File: src/rtl/uart_pkg.sv
// Shared types and default sizing for the UART transmit arbiter slice.
package uart_pkg;

  // Arbiter FSM: pick a requester, launch the byte, wait for the transmitter.
  typedef enum logic [1:0] {
    S_ARB    = 2'd0,
    S_LAUNCH = 2'd1,
    S_WAIT   = 2'd2
  } state_t;

  localparam int unsigned DEF_DATA_BITS = 8;
  localparam int unsigned DEF_NUM_REQ   = 4;

endpackage

File: src/rtl/rr_select.sv
// Combinational round-robin picker. Searches upward from ptr+1 with wrap;
// when masked, only requester ptr (the lock owner) may win.
module rr_select
  import uart_pkg::*;
#(
  parameter int unsigned NUM_REQ = DEF_NUM_REQ
) (
  input  logic [NUM_REQ-1:0]         i_valid,
  input  logic [$clog2(NUM_REQ)-1:0] i_ptr,
  input  logic                       i_mask_en,
  output logic [NUM_REQ-1:0]         o_grant,
  output logic [$clog2(NUM_REQ)-1:0] o_index,
  output logic                       o_any
);

  localparam int unsigned IW = $clog2(NUM_REQ);

  logic [IW-1:0] w_cand;

  // First valid requester after ptr; offset NUM_REQ wraps back onto ptr itself.
  always_comb begin
    o_grant = '0;
    o_index = '0;
    o_any   = 1'b0;
    w_cand  = '0;
    if (i_mask_en) begin
      if (i_valid[i_ptr]) begin
        o_grant[i_ptr] = 1'b1;
        o_index        = i_ptr;
        o_any          = 1'b1;
      end
    end else begin
      for (int unsigned k = 1; k <= NUM_REQ; k++) begin
        w_cand = i_ptr + IW'(k);
        if (!o_any && i_valid[w_cand]) begin
          o_grant[w_cand] = 1'b1;
          o_index         = w_cand;
          o_any           = 1'b1;
        end
      end
    end
  end

endmodule

File: src/rtl/uart_tx_arbiter.sv
// Arbitrates NUM_REQ byte streams onto a single UART transmitter, with
// packet locking (owner keeps the grant until req_last) and an idle-lock timeout.
module uart_tx_arbiter
  import uart_pkg::*;
#(
  parameter int unsigned DATA_BITS    = DEF_DATA_BITS,
  parameter int unsigned NUM_REQ      = DEF_NUM_REQ,
  parameter int unsigned LOCK_TIMEOUT = 1024
) (
  input  logic                         clk,
  input  logic                         reset_n,
  input  logic [NUM_REQ-1:0]           req_valid,
  input  logic [NUM_REQ*DATA_BITS-1:0] req_data,
  input  logic [NUM_REQ-1:0]           req_last,
  output logic [NUM_REQ-1:0]           req_ready,
  output logic                         tx_start,
  output logic [DATA_BITS-1:0]         tx_din,
  input  logic                         tx_done,
  output logic [$clog2(NUM_REQ)-1:0]   grant_id,
  output logic                         busy,
  output logic                         lock_timeout
);

  localparam int unsigned    IW      = $clog2(NUM_REQ);
  localparam int unsigned    CW      = $clog2(LOCK_TIMEOUT + 1);
  localparam logic [CW-1:0]  CNT_LIM = CW'(LOCK_TIMEOUT - 1);

  state_t                r_state;
  logic [IW-1:0]         r_ptr;
  logic                  r_lock;
  logic [CW-1:0]         r_cnt;
  logic [DATA_BITS-1:0]  r_tx_din;
  logic [IW-1:0]         r_grant_id;
  logic                  r_tx_start;
  logic                  r_busy;
  logic                  r_lock_timeout;

  logic [NUM_REQ-1:0]    w_grant;
  logic [IW-1:0]         w_idx;
  logic                  w_any;
  logic [DATA_BITS-1:0]  w_sel_data;

  // While locked, ptr equals the owner, so masking on ptr restricts to grant_id.
  rr_select #(
    .NUM_REQ (NUM_REQ)
  ) u_rr_select (
    .i_valid   (req_valid),
    .i_ptr     (r_ptr),
    .i_mask_en (r_lock),
    .o_grant   (w_grant),
    .o_index   (w_idx),
    .o_any     (w_any)
  );

  // Byte of the currently selected requester.
  always_comb begin
    w_sel_data = req_data[w_idx*DATA_BITS +: DATA_BITS];
  end

  // Ready is only offered while arbitrating; held low throughout reset.
  always_comb begin
    req_ready = (reset_n && (r_state == S_ARB)) ? w_grant : '0;
  end

  // Arbiter FSM with lock tracking, idle-lock counter and registered outputs.
  always_ff @(posedge clk or negedge reset_n) begin
    if (!reset_n) begin
      r_state        <= S_ARB;
      r_ptr          <= IW'(NUM_REQ - 1);
      r_lock         <= 1'b0;
      r_cnt          <= '0;
      r_tx_din       <= '0;
      r_grant_id     <= '0;
      r_tx_start     <= 1'b0;
      r_busy         <= 1'b0;
      r_lock_timeout <= 1'b0;
    end else begin
      r_tx_start     <= 1'b0;
      r_lock_timeout <= 1'b0;
      case (r_state)
        S_ARB: begin
          if (w_any) begin
            r_tx_din   <= w_sel_data;
            r_grant_id <= w_idx;
            r_ptr      <= w_idx;
            r_lock     <= ~req_last[w_idx];
            r_cnt      <= '0;
            r_tx_start <= 1'b1;
            r_busy     <= 1'b1;
            r_state    <= S_LAUNCH;
          end else if (r_lock) begin
            // Locked and the owner is idle: count toward forced release.
            if (r_cnt == CNT_LIM) begin
              r_lock         <= 1'b0;
              r_cnt          <= '0;
              r_lock_timeout <= 1'b1;
            end else begin
              r_cnt <= r_cnt + 1'b1;
            end
          end
        end
        S_LAUNCH: begin
          r_state <= S_WAIT;
        end
        S_WAIT: begin
          if (tx_done) begin
            r_busy  <= 1'b0;
            r_state <= S_ARB;
          end
        end
        default: begin
          r_state <= S_ARB;
        end
      endcase
    end
  end

  assign tx_start     = r_tx_start;
  assign tx_din       = r_tx_din;
  assign grant_id     = r_grant_id;
  assign busy         = r_busy;
  assign lock_timeout = r_lock_timeout;

endmodule

File: config.mk
export PLATFORM = sky130hd
export DESIGN_NAME = uart_tx_arbiter
export DESIGN_NICKNAME = d
export VERILOG_FILES = /design/src/rtl/uart_pkg.sv /design/src/rtl/rr_select.sv /design/src/rtl/uart_tx_arbiter.sv
export SDC_FILE = /design/constraint.sdc
export NUM_CORES = 1
export LEC_CHECK = 0
export ABC_AREA = 1
export BUFFER_PORTS_ARGS = -buffer_cell sky130_fd_sc_hd__clkbuf_2
export CORE_UTILIZATION = 40
export DETAILED_ROUTE_END_ITERATION = 10
export GPL_ROUTABILITY_DRIVEN = 0
export SLEW_MARGIN = 20
export SYNTH_ARGS = -nofsm -noshare
export SYNTH_HDL_FRONTEND = slang
export SYNTH_SLANG_ARGS = --single-unit
File: constraint.sdc
create_clock -name clk -period 3.7 [get_ports clk]
set_input_delay 0.185 -clock clk [delete_from_list [all_inputs] [get_ports clk]]
set_output_delay 0.185 -clock clk [all_outputs]
set_load 0.02 [all_outputs]
==> impl_summary.log, run 1 <==
INFO  metric cts_tree = yes
INFO  metric static-leakage-power = around 1.4 nW
INFO  metric worst_setup_hold_path_clk_slew = around 0.060 ns
INFO  metric routed_wire_length_per_instance = 11.6 µm
INFO  metric detailed_place_hpwl = between 4 and 5 mm
INFO  metric placement.io_buffers = 59
INFO  metric tightest_slew = approximately 0.72 ns
INFO  metric outcome = complete, no violations
INFO  metric core_area = between 5000 and 6000 µm²
INFO  metric drv.max_cap_violation_count = 0
INFO  metric die-width = ~78 µm
INFO  metric clock_tree.htree_level_count = 2
INFO  metric detail_route.wirelength = between 5 and 6 mm
INFO  metric final_max_slew_viol_count = 0
INFO  metric critPathRequiredTime = 3.87 ns
INFO  metric start_util = 41.6%
INFO  metric final-setup-viol-count = 0
INFO  metric slew_headroom = between 50% and 60%
INFO  metric worst-endpoint-arrival = 2.89 ns
INFO  metric post-cts-setup-buffers = 0
INFO  metric rows = 27
INFO  metric post_route_cells_drive_above_1_share = approximately 28%
INFO  metric avgSynthCellArea = roughly 7.3 µm²
INFO  metric seq_total_area_yosys = 31.8%
INFO  metric area_growth_syn_to_layout = 18.8%
INFO  metric final_nets = roughly 430
INFO  metric drc = 0
INFO  metric finalHoldWorstSlack = roughly 0.18 ns
INFO  metric design.portCount = 60
INFO  metric synthesis.yosys.warnings = 0
INFO  metric syn-num-nets = 364
INFO  metric clock_path_buffers = 2
INFO  metric drt-vias-per-instance = ~4.8
INFO  metric cts_num_sinks = 29
INFO  metric drt_first_iter_violations = 100
INFO  metric fin_crit_sh = 73.6%
INFO  metric fp.dieH = between 70 and 80 µm
INFO  metric drt_first_pass_iters = 4
INFO  metric grt_antenna_before_repair = 0
INFO  metric finClkSkew = between 0.003 and 0.004 ns
INFO  metric detailroute.via_count = approximately 2100
INFO  metric worst-setup-path-type = flip-flop to flip-flop
INFO  metric rsz0062_at_grt = no
INFO  metric final.min_clock_period = roughly 2.7 ns
INFO  metric overflow = 0
INFO  metric finalHoldViolations = 0
INFO  metric design.die.area = ~6000 µm²
INFO  metric antenna-diode-count = 0
INFO  metric post-layout-total-power = about 2.6 mW
INFO  metric vdd_ir_drop_max = about 0.42 mV
INFO  metric worst_skew_pair_later_pin_latency = roughly 0.28 ns
INFO  metric critPathLaunchType = flip-flop
INFO  metric yosysUniqueCellTypes = 34
INFO  metric tritoncts.num_buffers = 5
INFO  metric netlist.top_cell.by_area = sky130_fd_sc_hd__dfrtp_1
INFO  metric synthesis.instances = about 310
INFO  metric ys_ff_latch = 29
INFO  metric crit_path_end_kind = flip-flop
INFO  metric first_global_vias = between 2000 and 2500
INFO  metric maximum_number_of_pins_on_one_net_before_global_route_repair = 31
INFO  metric gr-usage-all-layers = between 15 and 20%
INFO  metric tns = 0 ns
INFO  metric ant_nets = 0
INFO  metric synth.top_cells.by_area = sky130_fd_sc_hd__dfrtp_1 (29%), sky130_fd_sc_hd__nand2_1 (16%), sky130_fd_sc_hd__nand3_1 (10%), sky130_fd_sc_hd__ha_1 (4.9%), sky130_fd_sc_hd__inv_1 (3.6%)
INFO  metric maximum_fanout_along_the_worst_path = 19
INFO  metric grt_first_pass_wirelength = between 9 and 10 mm
INFO  metric maxClockFrequency = ~370 MHz
INFO  metric hold_path.class = input pin to flip-flop
INFO  metric synth.cell_area = ~2300 µm²
INFO  metric cts_root_buf = sky130_fd_sc_hd__clkbuf_8
INFO  metric yosys.area.top_type_share = between 20 and 30%
INFO  metric power_density = about 940 nW/µm²
worst max-delay path: stages, from the launching register on:
cell and delay (ns):
sky130_fd_sc_hd__dfstp_2 0.71, sky130_fd_sc_hd__inv_6 0.11, sky130_fd_sc_hd__ha_1 0.37, sky130_fd_sc_hd__inv_2 0.13
sky130_fd_sc_hd__nand2_4 0.06, sky130_fd_sc_hd__nand2_4 0.11, sky130_fd_sc_hd__inv_4 0.06, sky130_fd_sc_hd__nand3_4 0.06
sky130_fd_sc_hd__nand2_4 0.10, sky130_fd_sc_hd__inv_6 0.12, sky130_fd_sc_hd__nor2_8 0.06, sky130_fd_sc_hd__nor2_8 0.29
sky130_fd_sc_hd__inv_4 0.11, sky130_fd_sc_hd__nor2_4 0.16, sky130_fd_sc_hd__nand2_1 0.07, sky130_fd_sc_hd__nand2_1 0.05
sky130_fd_sc_hd__nor2_1 0.03
state kept, by name, indices dropped and copies added (netlist names):
register	count
tx_din	8
r_lock	1
tx_start	1
r_ptr	2
r_state	2
busy	1
lock_timeout	1
r_cnt	11
grant_id	2
logic make-up (layout without fill, tap and decap cells):
family,count (synthesis),after routing,share of synthesized area (%)
DFF,29,29,31.8
adders and majority gates,9,9,4.91
buffers and inverters,35,97,7.64
AOI/OAI and AO/OA,25,25,6.50
xor gates and xnor gates,6,6,2.29
and+or+nand+nor,208,208,46.9
repair_timing:
item                                   CTS  global route
resized for setup                        0             0
hold buffers                             1             0
endpoints found under the hold margin   27             0
worst paths after layout:
path                       slack (ns)    endpoint        from  cells past startpoint
setup reg to reg                 0.98   tx_din[5]    r_ptr[0]                     16
min in group asynchronous        0.49    r_cnt[4]     reset_n                      2
hold reg to reg                  0.45  r_state[1]  r_state[1]                      1
hold / removal                   0.18  r_state[1]     tx_done                      4
max in group asynchronous        2.75   tx_din[3]     reset_n                      2
setup / recovery                 0.98   tx_din[5]    r_ptr[0]                     16
synthesized netlist by cell type, drive strengths merged:
master and count:
a21boi 1, a21oi 10, a22oi 1, buf 6, dfrtp 27, dfstp 2
ha 9, inv 29, nand2 110, nand3 51, nand3b 5, nand4 7
nor2 24, nor3 6, nor3b 1, o21ai 13, or2 4, xnor2 1
xor2 5
power by group:
group	switching (mW)	internal, mW	total, mW	leakage [nW]
clock	0.125	0.129	0.254	0.0439
combinational	1.23	0.566	1.80	0.959
sequential	0.0808	0.432	0.513	0.366
stage by stage:
| stage | cell area, µm² | util [%] | setup slack, ns | std cells |
|---|---|---|---|---|
| 2_1_floorplan | 2290 | - | 1.33 | 312 |
| 3_3_place_gp | 2630 | 47.7 | 1.06 | 437 |
| 3_5_place_dp | 2630 | 47.7 | 0.956 | 437 |
| 6_report | 2720 | 49.4 | 0.978 | 446 |
| 4_1_cts | 2720 | 49.4 | 0.955 | 446 |
| 5_1_grt | 2720 | 49.4 | 0.686 | 446 |
layer usage:
layer,up-vias,track usage (%),part of all wire [%]
li1,1137,-,-
met1,945,26.1,50
met2,55,31.2,44
met3,4,4.12,5.0
met4,0,5.47,0.81
met5,-,0,0
area by class of cell:
cell class / instances / area, µm²
Tap cell: 72 / 90.1
Clock buffer: 5 / 68.8
Inverter: 29 / 124
Clock inverter: 3 / 17.5
Fill cell: 564 / 2780
Multi-Input combinational cell: 248 / 1390
Sequential cell: 29 / 728
Timing Repair Buffer: 60 / 305
cells in the final DEF, fill, tap and decap left out, drive strengths merged, types with 4 or more instances in the layout:
cell type,instances
o21ai,13
xor2,5
nor3,6
clkbuf,64
inv,29
ha,9
a21oi,10
or2,4
nor2,24
nand3,51
nand2,110
nand3b,5
nand4,7
dfrtp,27
Note: power is estimated with default switching activity, not from simulation.
==> run 2, diff against run 1 <==
--- a/config.mk
+++ b/config.mk
@@ -10,6 +10,7 @@
 export CORE_UTILIZATION = 40
 export DETAILED_ROUTE_END_ITERATION = 10
 export GPL_ROUTABILITY_DRIVEN = 0
+export PLACE_DENSITY = 0.66
 export SLEW_MARGIN = 20
 export SYNTH_ARGS = -nofsm -noshare
 export SYNTH_HDL_FRONTEND = slang
==> constraint.sdc (replaced) <==
create_clock -name clk -period 2.4 [get_ports clk]
set_input_delay 0.12 -clock clk [delete_from_list [all_inputs] [get_ports clk]]
set_output_delay 0.12 -clock clk [all_outputs]
set_load 0.02 [all_outputs]
==> run 2 against run 1 <==
First-iteration DRC count is 43% lower. Sequential power is 47% higher. Count of clock-buffer cells in the layout stayed put. Combinational power is 82% higher. Routed wire length is 5.0% higher. Clock skew hardly changed. Cell area is 8.5% higher. Clock power is 140% higher. Via count is 5.9% higher. Die area stayed put. Sequential share of layout area is 2.1 points lower. Critical endpoint is now req_ready[1]. Largest cell class unchanged.
==> impl_summary.log, run 2 (same netlist as run 1, synthesis figures left out) <==
INFO  metric drv.max_cap_violation_count = 0
INFO  metric placement.io_buffers = 59
INFO  metric ant_nets = 0
INFO  metric start_util = 41.6%
INFO  metric final_max_slew_viol_count = 0
INFO  metric crit_path_end_kind = output pin
INFO  metric finClkSkew = ~0.0031 ns
INFO  metric maxClockFrequency = 438 MHz
INFO  metric grt_antenna_before_repair = 0
INFO  metric detailed_place_hpwl = between 4 and 5 mm
INFO  metric final_nets = between 400 and 500
INFO  metric layout_commonest_cell = sky130_fd_sc_hd__nand2_1
INFO  metric worstPathCellList = inv_6, ha_4, inv_2, nand2_4, nand2_4, inv_4, nand3_4, nand2_4, nand3_1, a21oi_1, clkbuf_2
INFO  metric design.die.area = approximately 6000 µm²
INFO  metric pwr-share-comb = 70.6%
INFO  metric critPathRequiredTime = about 2.3 ns
INFO  metric crit_buf_inv = 4
INFO  metric vdd_ir_drop_max = between 0.7 and 0.8 mV
INFO  metric worst-endpoint-arrival = 2.16 ns
INFO  metric design.portCount = 60
INFO  metric detailroute.via_count = about 2300
INFO  metric final-setup-viol-count = 0
INFO  metric clock_path_buffers = 2
INFO  metric grt_first_pass_wirelength = ~9.6 mm
INFO  metric finalHoldWorstSlack = just over 0.1 ns
INFO  metric core_area = 5510 µm²
INFO  metric cpLargestDelayFamily = flip-flops
INFO  metric first_global_vias = between 2000 and 2500
INFO  metric seq_power_share = 16.3%
INFO  metric gr-usage-all-layers = between 10% and 20%
INFO  metric sw_frac_of_total = 51.3%
INFO  metric drc = 0
INFO  metric fp.dieH = 77.7 µm
INFO  metric clkPwrFrac = 13.1%
INFO  metric power_density = around 1600 nW/µm²
INFO  metric p_sw = 2.37 mW
INFO  metric tns = 0 ns
INFO  metric critPathLaunchType = flip-flop
INFO  metric routed_wire_length_per_instance = 11.8 µm
INFO  metric cts_root_buf = sky130_fd_sc_hd__clkbuf_8
INFO  metric rows = 27
INFO  metric internal_power = 2.26 mW
INFO  metric critical_path.slowest_cell = sky130_fd_sc_hd__dfstp_2
INFO  metric detail_route.wirelength = about 5.4 mm
INFO  metric maximum_fanout_along_the_worst_path = 7
INFO  metric drt_first_iter_violations = 57
INFO  metric fin_crit_sh = a little over nine tenths
INFO  metric overflow = 0
INFO  metric static-leakage-power = roughly 1.5 nW
INFO  metric cts_num_sinks = 29
INFO  metric tritoncts.num_buffers = 5
INFO  metric critical_path.max_stage_delay = about 0.58 ns
INFO  metric antenna-diode-count = 0
INFO  metric finalHoldViolations = 0
INFO  metric maximum_number_of_pins_on_one_net_before_global_route_repair = 30
INFO  metric cts_tree = yes
INFO  metric area_growth_syn_to_layout = 28.8%
INFO  metric drt_first_pass_iters = 4
INFO  metric final.min_clock_period = between 2 and 2.5 ns
INFO  metric slew_headroom = 66.6%
INFO  metric rsz0062_at_grt = no
INFO  metric die-width = 77.7 µm
INFO  metric hold_path.class = input pin to flip-flop
INFO  metric worst_skew_pair_later_pin_latency = ~0.28 ns
INFO  metric drt-vias-per-instance = approximately 4.9
INFO  metric clock_tree.htree_level_count = 2
INFO  metric post_route_cells_drive_above_1_share = between 30% and 40%
INFO  metric worst-setup-path-type = flip-flop to output pin
INFO  metric tightest_slew = roughly 0.50 ns
INFO  metric critical-path-top-cell-by-count = sky130_fd_sc_hd__nand2_4
INFO  metric most_flops_register = r_cnt
INFO  metric largest_register_ffs = 11
INFO  metric outcome = complete, no violations
INFO  metric final_cell_mix = sky130_fd_sc_hd__nand2_1 (95), sky130_fd_sc_hd__clkbuf_2 (57), sky130_fd_sc_hd__nand3_1 (47)
INFO  metric worst_setup_hold_path_clk_slew = 0.07 ns
INFO  metric post-layout-total-power = around 4.6 mW
-- run 2: changes by cell type in the layout (fill, tap and decap cells not counted), moves of 2 or more --
| cell | change |
|---|---|
| sky130_fd_sc_hd__clkbuf_2 | -2 |
| sky130_fd_sc_hd__a21oi_2 | +2 |
| sky130_fd_sc_hd__bufinv_16 | +2 |
| sky130_fd_sc_hd__a21oi_1 | -2 |
| sky130_fd_sc_hd__nand2_1 | -3 |
| sky130_fd_sc_hd__nand2_2 | +3 |
| sky130_fd_sc_hd__buf_4 | +14 |
-- run 2: routing by layer --
layer	GRT usage, %	vias to the layer above	wire length [µm]
met5	0	-	0
met4	6.23	0	68
met3	4.00	6	316
met2	33.3	72	2570
met1	25.4	1020	2490
li1	-	1169	-
-- run 2: what timing repair did --
action,CTS,global route
cloned,0,1
pin swaps,0,2
hold buffers,1,0
hold endpoints to repair,27,0
setup buffers,1,1
endpoints found under the setup margin,2,19
gates resized for setup,0,15
-- run 2: power groups by stage --
stage          Clock [mW]  Combinational [mW]  Sequential, mW
2_1_floorplan           0                2.22           0.874
3_3_place_gp            0                3.02           0.763
3_5_place_dp            0                3.05           0.762
4_1_cts             0.621                3.08           0.754
5_1_grt             0.652                3.64           0.772
6_report            0.609                3.27           0.753
-- run 2: path summary, 6_finish.rpt --
| path | from | endpoint | slack (ns) | cells past startpoint |
|---|---|---|---|---|
| setup / recovery | r_ptr[0] | req_ready[1] | 0.12 | 11 |
| hold / removal | tx_done | r_state[1] | 0.10 | 4 |
| setup reg to reg | r_ptr[0] | tx_din[4] | 0.12 | 15 |
| hold reg to reg | r_state[1] | r_state[1] | 0.45 | 1 |
| max in group asynchronous | reset_n | r_ptr[0] | 1.67 | 3 |
| min in group asynchronous | reset_n | r_cnt[3] | 0.42 | 3 |
-- run 2: area by class of cell --
type | count | area, µm²
clock buffer | 5 | 68.8
clock inverter | 3 | 65.1
fill | 559 | 2550
inverter | 29 | 124
multi-input combinational | 249 | 1450
sequential | 29 | 728
tap | 72 | 90.1
timing repair buffer | 74 | 432
-- run 2: metrics by stage --
stage | util (%) | instances | area (µm²) | setup WS (ns)
finish | 53.6 | 461 | 2950 | 0.118
global placement | 49.3 | 449 | 2720 | 0.0865
global route | 53.6 | 461 | 2950 | 0.00499
CTS | 52.1 | 459 | 2870 | 0.0139
floorplan | - | 312 | 2290 | 0.0301
detailed placement | 49.3 | 449 | 2720 | 0.00928
-- run 2: tightest hold or removal path, delay by kind of cell --
| kind | cells | cell delay (ns) |
|---|---|---|
| AND/OR/NAND/NOR | 2 | 0.11 |
| buffers and inverters | 1 | 0.08 |
| AO/OA/AOI/OAI | 1 | 0.04 |
==> run 3, diff against run 2 <==
--- a/config.mk
+++ b/config.mk
@@ -7,10 +7,9 @@
 export LEC_CHECK = 0
 export ABC_AREA = 1
 export BUFFER_PORTS_ARGS = -buffer_cell sky130_fd_sc_hd__clkbuf_2
-export CORE_UTILIZATION = 40
+export CORE_UTILIZATION = 35
 export DETAILED_ROUTE_END_ITERATION = 10
 export GPL_ROUTABILITY_DRIVEN = 0
-export PLACE_DENSITY = 0.66
 export SLEW_MARGIN = 20
 export SYNTH_ARGS = -nofsm -noshare
 export SYNTH_HDL_FRONTEND = slang
==> run 3 against run 2 <==
Critical endpoint unchanged. Sequential share of layout area hardly changed. Largest cell class unchanged. Register-to-register slack better by 0.04 ns. Cell area rose by 0.13%. Count of clock-buffer cells in the layout is the same. Largest power group unchanged.
==> impl_summary.log, run 3 (same netlist as run 1, synthesis figures left out) <==
INFO  metric worst_setup_hold_path_clk_slew = 0.07 ns
INFO  metric gr-usage-all-layers = ~17%
INFO  metric finalHoldWorstSlack = ~0.10 ns
INFO  metric placement.io_buffers = 59
INFO  metric cts_num_sinks = 29
INFO  metric drt_first_iter_violations = roughly 100
INFO  metric maximum_number_of_pins_on_one_net_before_global_route_repair = 30
INFO  metric clock_tree.htree_level_count = 2
INFO  metric detail_route.wirelength = approximately 5.5 mm
INFO  metric preCtsSetupSlack = between 0.06 and 0.07 ns
INFO  metric fp.dieH = 82.9 µm
INFO  metric detailroute.via_count = 2220
INFO  metric final_max_slew_viol_count = 0
INFO  metric final_cell_mix = sky130_fd_sc_hd__nand2_1 (95), sky130_fd_sc_hd__clkbuf_2 (56), sky130_fd_sc_hd__nand3_1 (48)
INFO  metric drc = 0
INFO  metric critPathLaunchType = flip-flop
INFO  metric drt_first_pass_iters = 4
INFO  metric start_util = 36.1%
INFO  metric final.min_clock_period = ~2.2 ns
INFO  metric worst-setup-path-type = flip-flop to output pin
INFO  metric finalHoldViolations = 0
INFO  metric drv.max_cap_violation_count = 0
INFO  metric finClkSkew = approximately 0.0042 ns
INFO  metric final-setup-viol-count = 0
INFO  metric outcome = complete, no violations
INFO  metric cts_tree = yes
INFO  metric overflow = 0
INFO  metric cts_root_buf = sky130_fd_sc_hd__clkbuf_8
INFO  metric grt_antenna_before_repair = 0
INFO  metric tightest_slew = approximately 0.5 ns
INFO  metric drt-vias-per-instance = roughly 4.7
INFO  metric maxClockFrequency = ~450 MHz
INFO  metric post_route_cells_drive_above_1_share = 32.8%
INFO  metric final_nets = around 440
INFO  metric clock_path_buffers = 2
INFO  metric core_area = roughly 6300 µm²
INFO  metric maximum_fanout_along_the_worst_path = 7
INFO  metric hold_path.class = input pin to flip-flop
INFO  metric die-width = 82.9 µm
INFO  metric fillers = 620
INFO  metric design.die.area = just under 7000 µm²
INFO  metric tritoncts.num_buffers = 5
INFO  metric routed_wire_length_per_instance = between 10 and 15 µm
INFO  metric fin_crit_sh = 93.4%
INFO  metric final.setup.worst_slack = about 0.16 ns
INFO  metric most_flops_register = r_cnt
INFO  metric critPathRequiredTime = ~2.3 ns
INFO  metric first_global_vias = between 2000 and 2500
INFO  metric post-layout-total-power = about 4.6 mW
INFO  metric worst_skew_pair_later_pin_latency = roughly 0.29 ns
INFO  metric ant_nets = 0
INFO  metric crit_path_end_kind = output pin
INFO  metric largest_register_ffs = 11
INFO  metric layout_commonest_cell = sky130_fd_sc_hd__nand2_1
INFO  metric antenna-diode-count = 0
INFO  metric static-leakage-power = between 1 and 1.5 nW
INFO  metric detailed_place_hpwl = ~4.3 mm
INFO  metric power_density = about 1500 nW/µm²
INFO  metric worst-endpoint-arrival = 2.12 ns
INFO  metric grt_first_pass_wirelength = roughly 9.6 mm
INFO  metric rows = 29
INFO  metric vdd_ir_drop_max = slightly below 0.7 mV
INFO  metric design.portCount = 60
INFO  metric slew_headroom = between 60 and 70%
INFO  metric area_growth_syn_to_layout = 29.0%
run 3: cell types whose count changed in the layout (fill, tap and decap cells not counted), sizes merged:
cell	change
buf	+5
bufinv	-1
clkinvlp	+1
clkbuf	-1
run 3: per-stage QoR:
step / TNS [ns] / utilization (%) / std cells / instance area [µm²]
global route: -0.00912 / 46.6 / 470 / 2960
floorplan: 0 / - / 312 / 2290
detailed placement: 0 / 42.9 / 454 / 2720
finish: 0 / 46.6 / 470 / 2960
CTS: 0 / 44.8 / 463 / 2850
global placement: 0 / 42.9 / 454 / 2720
run 3: timing repair:
action                                  in CTS  in global routing
endpoints found under the hold margin       27                  0
pin swaps                                    0                  2
endpoints found under the setup margin       1                 20
gates resized for setup                      1                 12
gates cloned                                 0                  1
hold buffers                                 1                  0
buffers inserted                             0                  6
run 3: where the power goes:
| group | switching [mW] | leakage (nW) | total [mW] | internal [mW] |
|---|---|---|---|---|
| registers | 0.0897 | 0.366 | 0.754 | 0.664 |
| logic | 2.08 | 1.06 | 3.29 | 1.21 |
| clock network | 0.208 | 0.0543 | 0.518 | 0.310 |
run 3: layout make-up:
| class | count | area (µm²) | share of cell area [%] |
|---|---|---|---|
| Multi-Input combinational cell | 249 | 1430 | 48.5 |
| Sequential cell | 29 | 728 | 24.6 |
| Timing Repair Buffer | 78 | 460 | 15.6 |
| Inverter | 29 | 124 | 4.19 |
| Tap cell | 77 | 96.3 | 3.26 |
| Clock buffer | 5 | 68.8 | 2.33 |
| Clock inverter | 3 | 46.3 | 1.57 |
run 3: final timing paths:
check                                start           end  slack (ns)  cells after the start
worst max-delay path              r_ptr[1]  req_ready[1]        0.16                     11
worst min register to register  r_state[1]    r_state[1]        0.44                      1
min in group asynchronous          reset_n      r_cnt[3]        0.40                      3
max in group asynchronous          reset_n      r_ptr[0]        1.69                      3
worst max register to register    r_ptr[0]     tx_din[4]        0.16                     16
worst min-delay path               tx_done    r_state[1]        0.10                      4
run 3: worst max-delay path: stages, from the launching register on:
cell and delay (ns):
sky130_fd_sc_hd__dfstp_2 0.53, sky130_fd_sc_hd__inv_1 0.07, sky130_fd_sc_hd__ha_4 0.29, sky130_fd_sc_hd__inv_2 0.06
sky130_fd_sc_hd__nand2_4 0.07, sky130_fd_sc_hd__nand2_4 0.08, sky130_fd_sc_hd__inv_4 0.09, sky130_fd_sc_hd__nand3_4 0.07
sky130_fd_sc_hd__nand2_4 0.13, sky130_fd_sc_hd__nand3_1 0.09, sky130_fd_sc_hd__a21oi_1 0.18, sky130_fd_sc_hd__buf_4 0.17
run 3: layer usage:
layer	track usage, %	share of wire [%]	up-vias
li1	-	-	1181
met1	22.3	48	979
met2	27.6	45	55
met3	3.98	5.6	5
met4	6.11	1.4	0
met5	0	0	-
